<file path="src/rtl/fpu_mul_if.sv">
// Handshake and operand/result bus between the FPU control logic and the multiplier core.
interface fpu_mul_if;
  logic        start;
  logic [31:0] operand_a;
  logic [31:0] operand_b;
  logic        busy;
  logic        done;
  logic [31:0] result;
  logic [3:0]  flags;

  modport master (output start, operand_a, operand_b,
                  input  busy, done, result, flags);
  modport slave  (input  start, operand_a, operand_b,
                  output busy, done, result, flags);
endinterface

</file>
<file path="src/rtl/fpu_mul_core.sv">
// Multi-cycle IEEE-754 single-precision multiplier: radix-2 shift-add mantissa product,
// round-to-nearest-even, denormals flushed to zero on input.
module fpu_mul_core #(
  parameter int unsigned MANT_W   = 24,
  parameter int unsigned EXP_BIAS = 127
) (
  input  logic     clk,
  input  logic     arst,
  fpu_mul_if.slave bus
);

  localparam int unsigned FRAC_W = MANT_W - 1;
  localparam int unsigned PW     = 2 * MANT_W;
  localparam int unsigned CNT_W  = $clog2(MANT_W);

  localparam logic [2:0] S_IDLE   = 3'd0;
  localparam logic [2:0] S_UNPACK = 3'd1;
  localparam logic [2:0] S_MUL    = 3'd2;
  localparam logic [2:0] S_NORM   = 3'd3;
  localparam logic [2:0] S_ROUND  = 3'd4;
  localparam logic [2:0] S_DONE   = 3'd5;

  logic [2:0]        state_q, state_d;
  logic              sign_q, sign_d;
  logic [7:0]        ea_q, ea_d, eb_q, eb_d;
  logic [FRAC_W-1:0] fa_q, fa_d, fb_q, fb_d;
  logic [MANT_W-1:0] mplier_q, mplier_d;
  logic [PW-1:0]     acc_q, acc_d;
  logic [CNT_W-1:0]  cnt_q, cnt_d;
  logic signed [9:0] exp_q, exp_d;
  logic [FRAC_W-1:0] mant_q, mant_d;
  logic              guard_q, guard_d, sticky_q, sticky_d;
  logic [31:0]       result_q, result_d;
  logic [3:0]        flags_q, flags_d;
  logic              busy_q, busy_d, done_q, done_d;

  logic              a_nan, b_nan, a_inf, b_inf, a_zero, b_zero;
  logic              inc_c;
  logic [MANT_W-1:0] rnd_c;
  logic signed [9:0] exp_r_c;

  // Operand classification; a zero exponent field flushes the operand to zero.
  assign a_nan  = (ea_q == 8'hFF) && (fa_q != '0);
  assign b_nan  = (eb_q == 8'hFF) && (fb_q != '0);
  assign a_inf  = (ea_q == 8'hFF) && (fa_q == '0);
  assign b_inf  = (eb_q == 8'hFF) && (fb_q == '0);
  assign a_zero = (ea_q == 8'h00);
  assign b_zero = (eb_q == 8'h00);

  // Round-to-nearest-even; a carry out of the fraction bumps the exponent.
  assign inc_c   = guard_q & (sticky_q | mant_q[0]);
  assign rnd_c   = {1'b0, mant_q} + MANT_W'(inc_c);
  assign exp_r_c = exp_q + (rnd_c[FRAC_W] ? 10'sd1 : 10'sd0);

  always_comb begin
    state_d  = state_q;
    sign_d   = sign_q;
    ea_d     = ea_q;
    eb_d     = eb_q;
    fa_d     = fa_q;
    fb_d     = fb_q;
    mplier_d = mplier_q;
    acc_d    = acc_q;
    cnt_d    = cnt_q;
    exp_d    = exp_q;
    mant_d   = mant_q;
    guard_d  = guard_q;
    sticky_d = sticky_q;
    result_d = result_q;
    flags_d  = flags_q;

    case (state_q)
      S_IDLE: begin
        if (bus.start) begin
          state_d = S_UNPACK;
          sign_d  = bus.operand_a[31] ^ bus.operand_b[31];
          ea_d    = bus.operand_a[30:23];
          eb_d    = bus.operand_b[30:23];
          fa_d    = bus.operand_a[FRAC_W-1:0];
          fb_d    = bus.operand_b[FRAC_W-1:0];
          flags_d = '0;
        end
      end
      S_UNPACK: begin
        state_d = S_DONE;
        if (a_nan || b_nan || (a_zero && b_inf) || (a_inf && b_zero)) begin
          result_d = 32'h7FC0_0000;
          flags_d  = 4'b1000;
        end else if (a_inf || b_inf) begin
          result_d = {sign_q, 8'hFF, 23'h0};
        end else if (a_zero || b_zero) begin
          result_d = {sign_q, 31'h0};
        end else begin
          state_d  = S_MUL;
          mplier_d = {1'b1, fb_q};
          acc_d    = '0;
          cnt_d    = '0;
          exp_d    = $signed({2'b00, ea_q}) + $signed({2'b00, eb_q}) - $signed(10'(EXP_BIAS));
        end
      end
      S_MUL: begin
        if (mplier_q[0]) begin
          acc_d = acc_q + (PW'({1'b1, fa_q}) << cnt_q);
        end
        mplier_d = mplier_q >> 1;
        cnt_d    = cnt_q + CNT_W'(1);
        if (cnt_q == CNT_W'(MANT_W - 1)) begin
          state_d = S_NORM;
        end
      end
      S_NORM: begin
        state_d = S_ROUND;
        if (acc_q[PW-1]) begin
          mant_d   = acc_q[PW-2 -: FRAC_W];
          guard_d  = acc_q[PW-2-FRAC_W];
          sticky_d = |acc_q[PW-3-FRAC_W:0];
          exp_d    = exp_q + 10'sd1;
        end else begin
          mant_d   = acc_q[PW-3 -: FRAC_W];
          guard_d  = acc_q[PW-3-FRAC_W];
          sticky_d = |acc_q[PW-4-FRAC_W:0];
        end
      end
      S_ROUND: begin
        state_d = S_DONE;
        if (exp_r_c >= 10'sd255) begin
          result_d = {sign_q, 8'hFF, 23'h0};
          flags_d  = 4'b0101;
        end else if (exp_r_c <= 10'sd0) begin
          result_d = {sign_q, 31'h0};
          flags_d  = 4'b0011;
        end else begin
          result_d = {sign_q, exp_r_c[7:0], rnd_c[FRAC_W-1:0]};
          flags_d  = {3'b000, guard_q | sticky_q};
        end
      end
      S_DONE: begin
        state_d = S_IDLE;
      end
      default: begin
        state_d = S_IDLE;
      end
    endcase

    busy_d = (state_d == S_UNPACK) || (state_d == S_MUL) ||
             (state_d == S_NORM)   || (state_d == S_ROUND);
    done_d = (state_d == S_DONE);
  end

  always_ff @(posedge clk or posedge arst) begin
    if (arst) begin
      state_q  <= S_IDLE;
      sign_q   <= 1'b0;
      ea_q     <= '0;
      eb_q     <= '0;
      fa_q     <= '0;
      fb_q     <= '0;
      mplier_q <= '0;
      acc_q    <= '0;
      cnt_q    <= '0;
      exp_q    <= '0;
      mant_q   <= '0;
      guard_q  <= 1'b0;
      sticky_q <= 1'b0;
      result_q <= '0;
      flags_q  <= '0;
      busy_q   <= 1'b0;
      done_q   <= 1'b0;
    end else begin
      state_q  <= state_d;
      sign_q   <= sign_d;
      ea_q     <= ea_d;
      eb_q     <= eb_d;
      fa_q     <= fa_d;
      fb_q     <= fb_d;
      mplier_q <= mplier_d;
      acc_q    <= acc_d;
      cnt_q    <= cnt_d;
      exp_q    <= exp_d;
      mant_q   <= mant_d;
      guard_q  <= guard_d;
      sticky_q <= sticky_d;
      result_q <= result_d;
      flags_q  <= flags_d;
      busy_q   <= busy_d;
      done_q   <= done_d;
    end
  end

  assign bus.busy   = busy_q;
  assign bus.done   = done_q;
  assign bus.result = result_q;
  assign bus.flags  = flags_q;

endmodule

</file>
<file path="src/flat_wrapper.sv">
// flat-port wrapper written by rule: the top's interface ports become plain ports
module fpu_mul_core_flat 
#(
  parameter int unsigned MANT_W   = 24,
  parameter int unsigned EXP_BIAS = 127
)
  (clk, arst, bus_start, bus_operand_a, bus_operand_b, bus_busy, bus_done, bus_result, bus_flags);
  fpu_mul_if bus_i ();
  input  logic clk;
  input  logic arst;
  input wire logic [$bits(bus_i.start)-1:0] bus_start;
  input wire logic [$bits(bus_i.operand_a)-1:0] bus_operand_a;
  input wire logic [$bits(bus_i.operand_b)-1:0] bus_operand_b;
  output wire logic [$bits(bus_i.busy)-1:0] bus_busy;
  output wire logic [$bits(bus_i.done)-1:0] bus_done;
  output wire logic [$bits(bus_i.result)-1:0] bus_result;
  output wire logic [$bits(bus_i.flags)-1:0] bus_flags;
  assign bus_i.start = bus_start;
  assign bus_i.operand_a = bus_operand_a;
  assign bus_i.operand_b = bus_operand_b;
  assign bus_busy = bus_i.busy;
  assign bus_done = bus_i.done;
  assign bus_result = bus_i.result;
  assign bus_flags = bus_i.flags;
  fpu_mul_core #(.MANT_W(MANT_W), .EXP_BIAS(EXP_BIAS)) u_core (.clk(clk), .arst(arst), .bus(bus_i));
endmodule
</file>
<file path="config.mk">
export PLATFORM = sky130hd
export DESIGN_NAME = fpu_mul_core_flat
export DESIGN_NICKNAME = d
export VERILOG_FILES = /design/src/rtl/fpu_mul_if.sv /design/src/rtl/fpu_mul_core.sv /design/src/flat_wrapper.sv
export SDC_FILE = /design/constraint.sdc
export NUM_CORES = 1
export LEC_CHECK = 0
export BUFFER_PORTS_ARGS = -buffer_cell sky130_fd_sc_hd__buf_2
export CAP_MARGIN = 20
export CORE_MARGIN = 2
export CORE_UTILIZATION = 57
export DETAILED_ROUTE_END_ITERATION = 12
export PLACE_DENSITY = 0.76
export RECOVER_POWER = 50
export SLEW_MARGIN = 20
export SYNTH_ARGS = -nofsm -noshare
export SYNTH_HDL_FRONTEND = slang
export SYNTH_SLANG_ARGS = --single-unit
</file>
<file path="constraint.sdc">
create_clock -name clk -period 17.15 [get_ports clk]
set_input_delay 1.715 -clock clk [delete_from_list [all_inputs] [get_ports clk]]
set_output_delay 1.715 -clock clk [all_outputs]
set_load 0.005 [all_outputs]
</file>
==> flow_metrics.py <==
metrics = {
    "sta": {
        "rsz0062_at_grt": "false",
        "finalCritPeriodShare": 0.332,
        "hold_viol_final": 0,
        "setup_viol": 0,
        "tns_ps": 0,
        "slew_headroom": -3.00,
        "worst_pin_slew_ps": 5970,
        "fin_crit_ps": 5690,
        "fmax_mhz": 176,
        "whs_ps": 473,
        "fin_skew_ps": 19.1,
        "maxSlewViolCount": 319,
    },
    "logic_synthesis": {
        "ys_seq_area_frac": 0.388,
        "synthFlopType": "dfrtp_1",
        "ys_ff_latch": 216,
        "ys_types": 76,
        "synthTopCellsByArea": "dfrtp_1 39%, mux2_2 6.3%, ha_1 5.7%",
        "syn_avg_cell_area_um2": 9.00,
        "synth_edf_count": 0,
        "yosys_warnings": 0,
        "yosysTopAreaCell": "dfrtp_1",
        "synth.top_cells.by_count": "216 x dfrtp_1, 199 x nand2_1, 141 x nor2_1",
        "synth.most_common_cell": "dfrtp_1",
        "syn-cell-area_um2": 13900,
        "syn_inst": 1546,
        "yosysTopAreaCellShare": 0.388,
        "async_flop_share": 1.00,
        "syn_nets": 1678,
    },
    "placed_design": {
        "dp_hpwl_um": 24600,
        "place_inst": 1899,
        "gp_congestion": 0.957,
        "place_area_um2": 14600,
        "portBuffers": 104,
    },
    "worst_setup_path": {
        "critPathMaxStageDelay_ps": 3320,
        "critPathTopFamily": "buffers and inverters",
        "cp.arrival_ps": 5210,
        "path_cells": "clkbuf_1 -> clkinvlp_2",
        "path_class": "input port to asynchronous set/reset pin",
        "worstPathMaxFanout": 134,
        "end_kind": "asynchronous set/reset pin",
        "cp_num_buf_inv": 2,
        "worst_path_max_delay_cell": "clkinvlp_2",
        "worstPathRequired_ps": 16670,
        "startpoint_type": "input port",
    },
    "die": {
        "start_util": 0.576,
        "die_y_um": 160,
        "dieArea_um2": 25700,
        "std_cell_rows": 57,
        "core-area_um2": 24200,
        "pin_count": 105,
        "die_w_um": 160,
    },
    "clock_network": {
        "ctsResizeCount": 0,
        "htreeDepth": 1,
        "numClockSinks": 216,
        "clk_latency_ps": 530,
        "holdBufCountCts": 0,
        "clockBufferDepth": 3,
        "cts_tree": "done",
        "path_clk_slew_ps": 60,
        "cts_root_buf": "clkbuf_16",
        "cts_made_buffers": 25,
        "post_cts_buffers": 0,
    },
    "layout": {
        "areaGrowthSynthToFinish_pct": 10.4,
        "layoutNonFillerInstCount": 1941,
        "drive_gt1_frac": 0.161,
        "nets": 1734,
        "diodes": 0,
        "finalInstanceArea_um2": 15400,
    },
    "global_route": {
        "grt.overflow.total": 0,
        "grt_pass1_vias": 11331,
        "grt_first_pass_wirelength_um": 57300,
        "grt_usage": 0.269,
        "grt_max_degree": 135,
        "antenna_found_initial": 0,
    },
    "status": {
        "status": "complete, but fails checks",
        "violations": "max-capacitance violations, max-slew violations",
    },
    "detailed_routing": {
        "finalWirelength_um": 34200,
        "wl_per_cell_um": 17.6,
        "viasPerCell": 6.05,
        "vias": 11740,
        "drc": 0,
        "first_pass_iters": 5,
        "ant_nets": 0,
        "first_iter_violations": 896,
    },
    "run": {
        "drv_cap": 5,
    },
    "power": {
        "powerDensity_nw_per_um2": 209,
        "p_leak_nw": 6.48,
        "irDropWorstVdd_mv": 0.130,
    },
    "hold_path": {
        "holdCritPathClass": "register to register",
    },
}
## registers in the layout (all words and copies together) (netlist names), 3 cells and up
signal,flops
u_core.acc_q,48
u_core.bus.result,32
u_core.mplier_q,24
u_core.fa_q,23
u_core.fb_q,23
u_core.mant_q,23
u_core.exp_q,10
u_core.ea_q,8
u_core.eb_q,8
u_core.cnt_q,5
u_core.bus.flags,4
u_core.state_q,3
## layout make-up
cell class / count / area, um2
clock inverters: 8 / 103
fillers: 2026 / 8820
flip-flops and latches: 216 / 5410
multi-input cells: 1219 / 8080
well taps: 324 / 405
repair buffers: 113 / 579
inverters: 27 / 103
clock buffers: 34 / 689
## per-stage QoR
step	total power, mW	worst slack [ps]	utilization
floorplan	2.24	9530	-
global placement	2.63	12170	0.604
detailed placement	2.66	12070	0.604
CTS	3.20	12000	0.636
global route	3.47	10520	0.635
finish	3.21	11460	0.635
## kinds of logic (layout without fill, tap and decap cells)
| group | after synthesis | count (layout) | synth area share |
|---|---|---|---|
| xor gates and xnor gates | 84 | 84 | 0.0529 |
| adders and majority gates | 65 | 65 | 0.0595 |
| AOI/OAI and AO/OA | 411 | 411 | 0.182 |
| muxes | 140 | 140 | 0.115 |
| DFF | 216 | 216 | 0.388 |
| buffers and inverters | 111 | 182 | 0.0316 |
| and+or+nand+nor | 519 | 519 | 0.171 |
## report_power, final
group / internal (mW) / total (mW) / switching, mW
clock network: 0.310 / 0.523 / 0.213
logic: 0.744 / 1.79 / 1.05
registers: 0.696 / 0.896 / 0.200
## metal layers
| layer | GRT usage | share of wire |
|---|---|---|
| met5 | 0 | 0 |
| met4 | 0.0610 | 0.023 |
| met3 | 0.0330 | 0.048 |
| met2 | 0.441 | 0.46 |
| met1 | 0.384 | 0.47 |
## cell usage in the layout (no fill, tap or decap), drive strengths merged, types with 7 or more instances in the layout
cell type | Yosys | final
a211oi | 7 | 7
a21o | 15 | 15
a21oi | 101 | 101
a31oi | 13 | 13
and2 | 10 | 10
and3 | 8 | 8
buf | 23 | 109
clkbuf | 61 | 38
dfrtp | 216 | 216
ha | 63 | 63
inv | 25 | 24
mux2 | 78 | 78
mux2i | 54 | 54
mux4 | 8 | 8
nand2 | 199 | 199
nand2b | 16 | 16
nand3 | 36 | 36
nand4 | 22 | 22
nor2 | 141 | 141
nor2b | 10 | 10
nor3 | 22 | 22
nor4 | 18 | 18
o211ai | 10 | 10
o21a | 11 | 11
o21ai | 152 | 152
o21bai | 7 | 7
o22a | 13 | 13
o22ai | 39 | 39
o31ai | 7 | 7
or3 | 9 | 9
xnor2 | 39 | 39
xor2 | 45 | 45
## path summary, 6_finish.rpt
kind	from	slack (ps)	cells past startpoint	endpoint
worst max-delay path	arst	11460	2	u_core.exp_q[4]$_DFFE_PP0P_
worst min-delay path	u_core.bus.result[21]$_DFFE_PP0P_	470	2	u_core.bus.result[21]$_DFFE_PP0P_
worst max register to register	u_core.cnt_q[2]$_DFFE_PP0P_	11950	15	u_core.acc_q[42]$_DFFE_PP0P_
worst min register to register	u_core.bus.result[21]$_DFFE_PP0P_	470	2	u_core.bus.result[21]$_DFFE_PP0P_
max in group clk	u_core.cnt_q[2]$_DFFE_PP0P_	11950	15	u_core.acc_q[42]$_DFFE_PP0P_
min in group asynchronous	arst	3060	2	u_core.mplier_q[22]$_DFFE_PP0P_
Note: power is estimated with default switching activity, not from simulation.
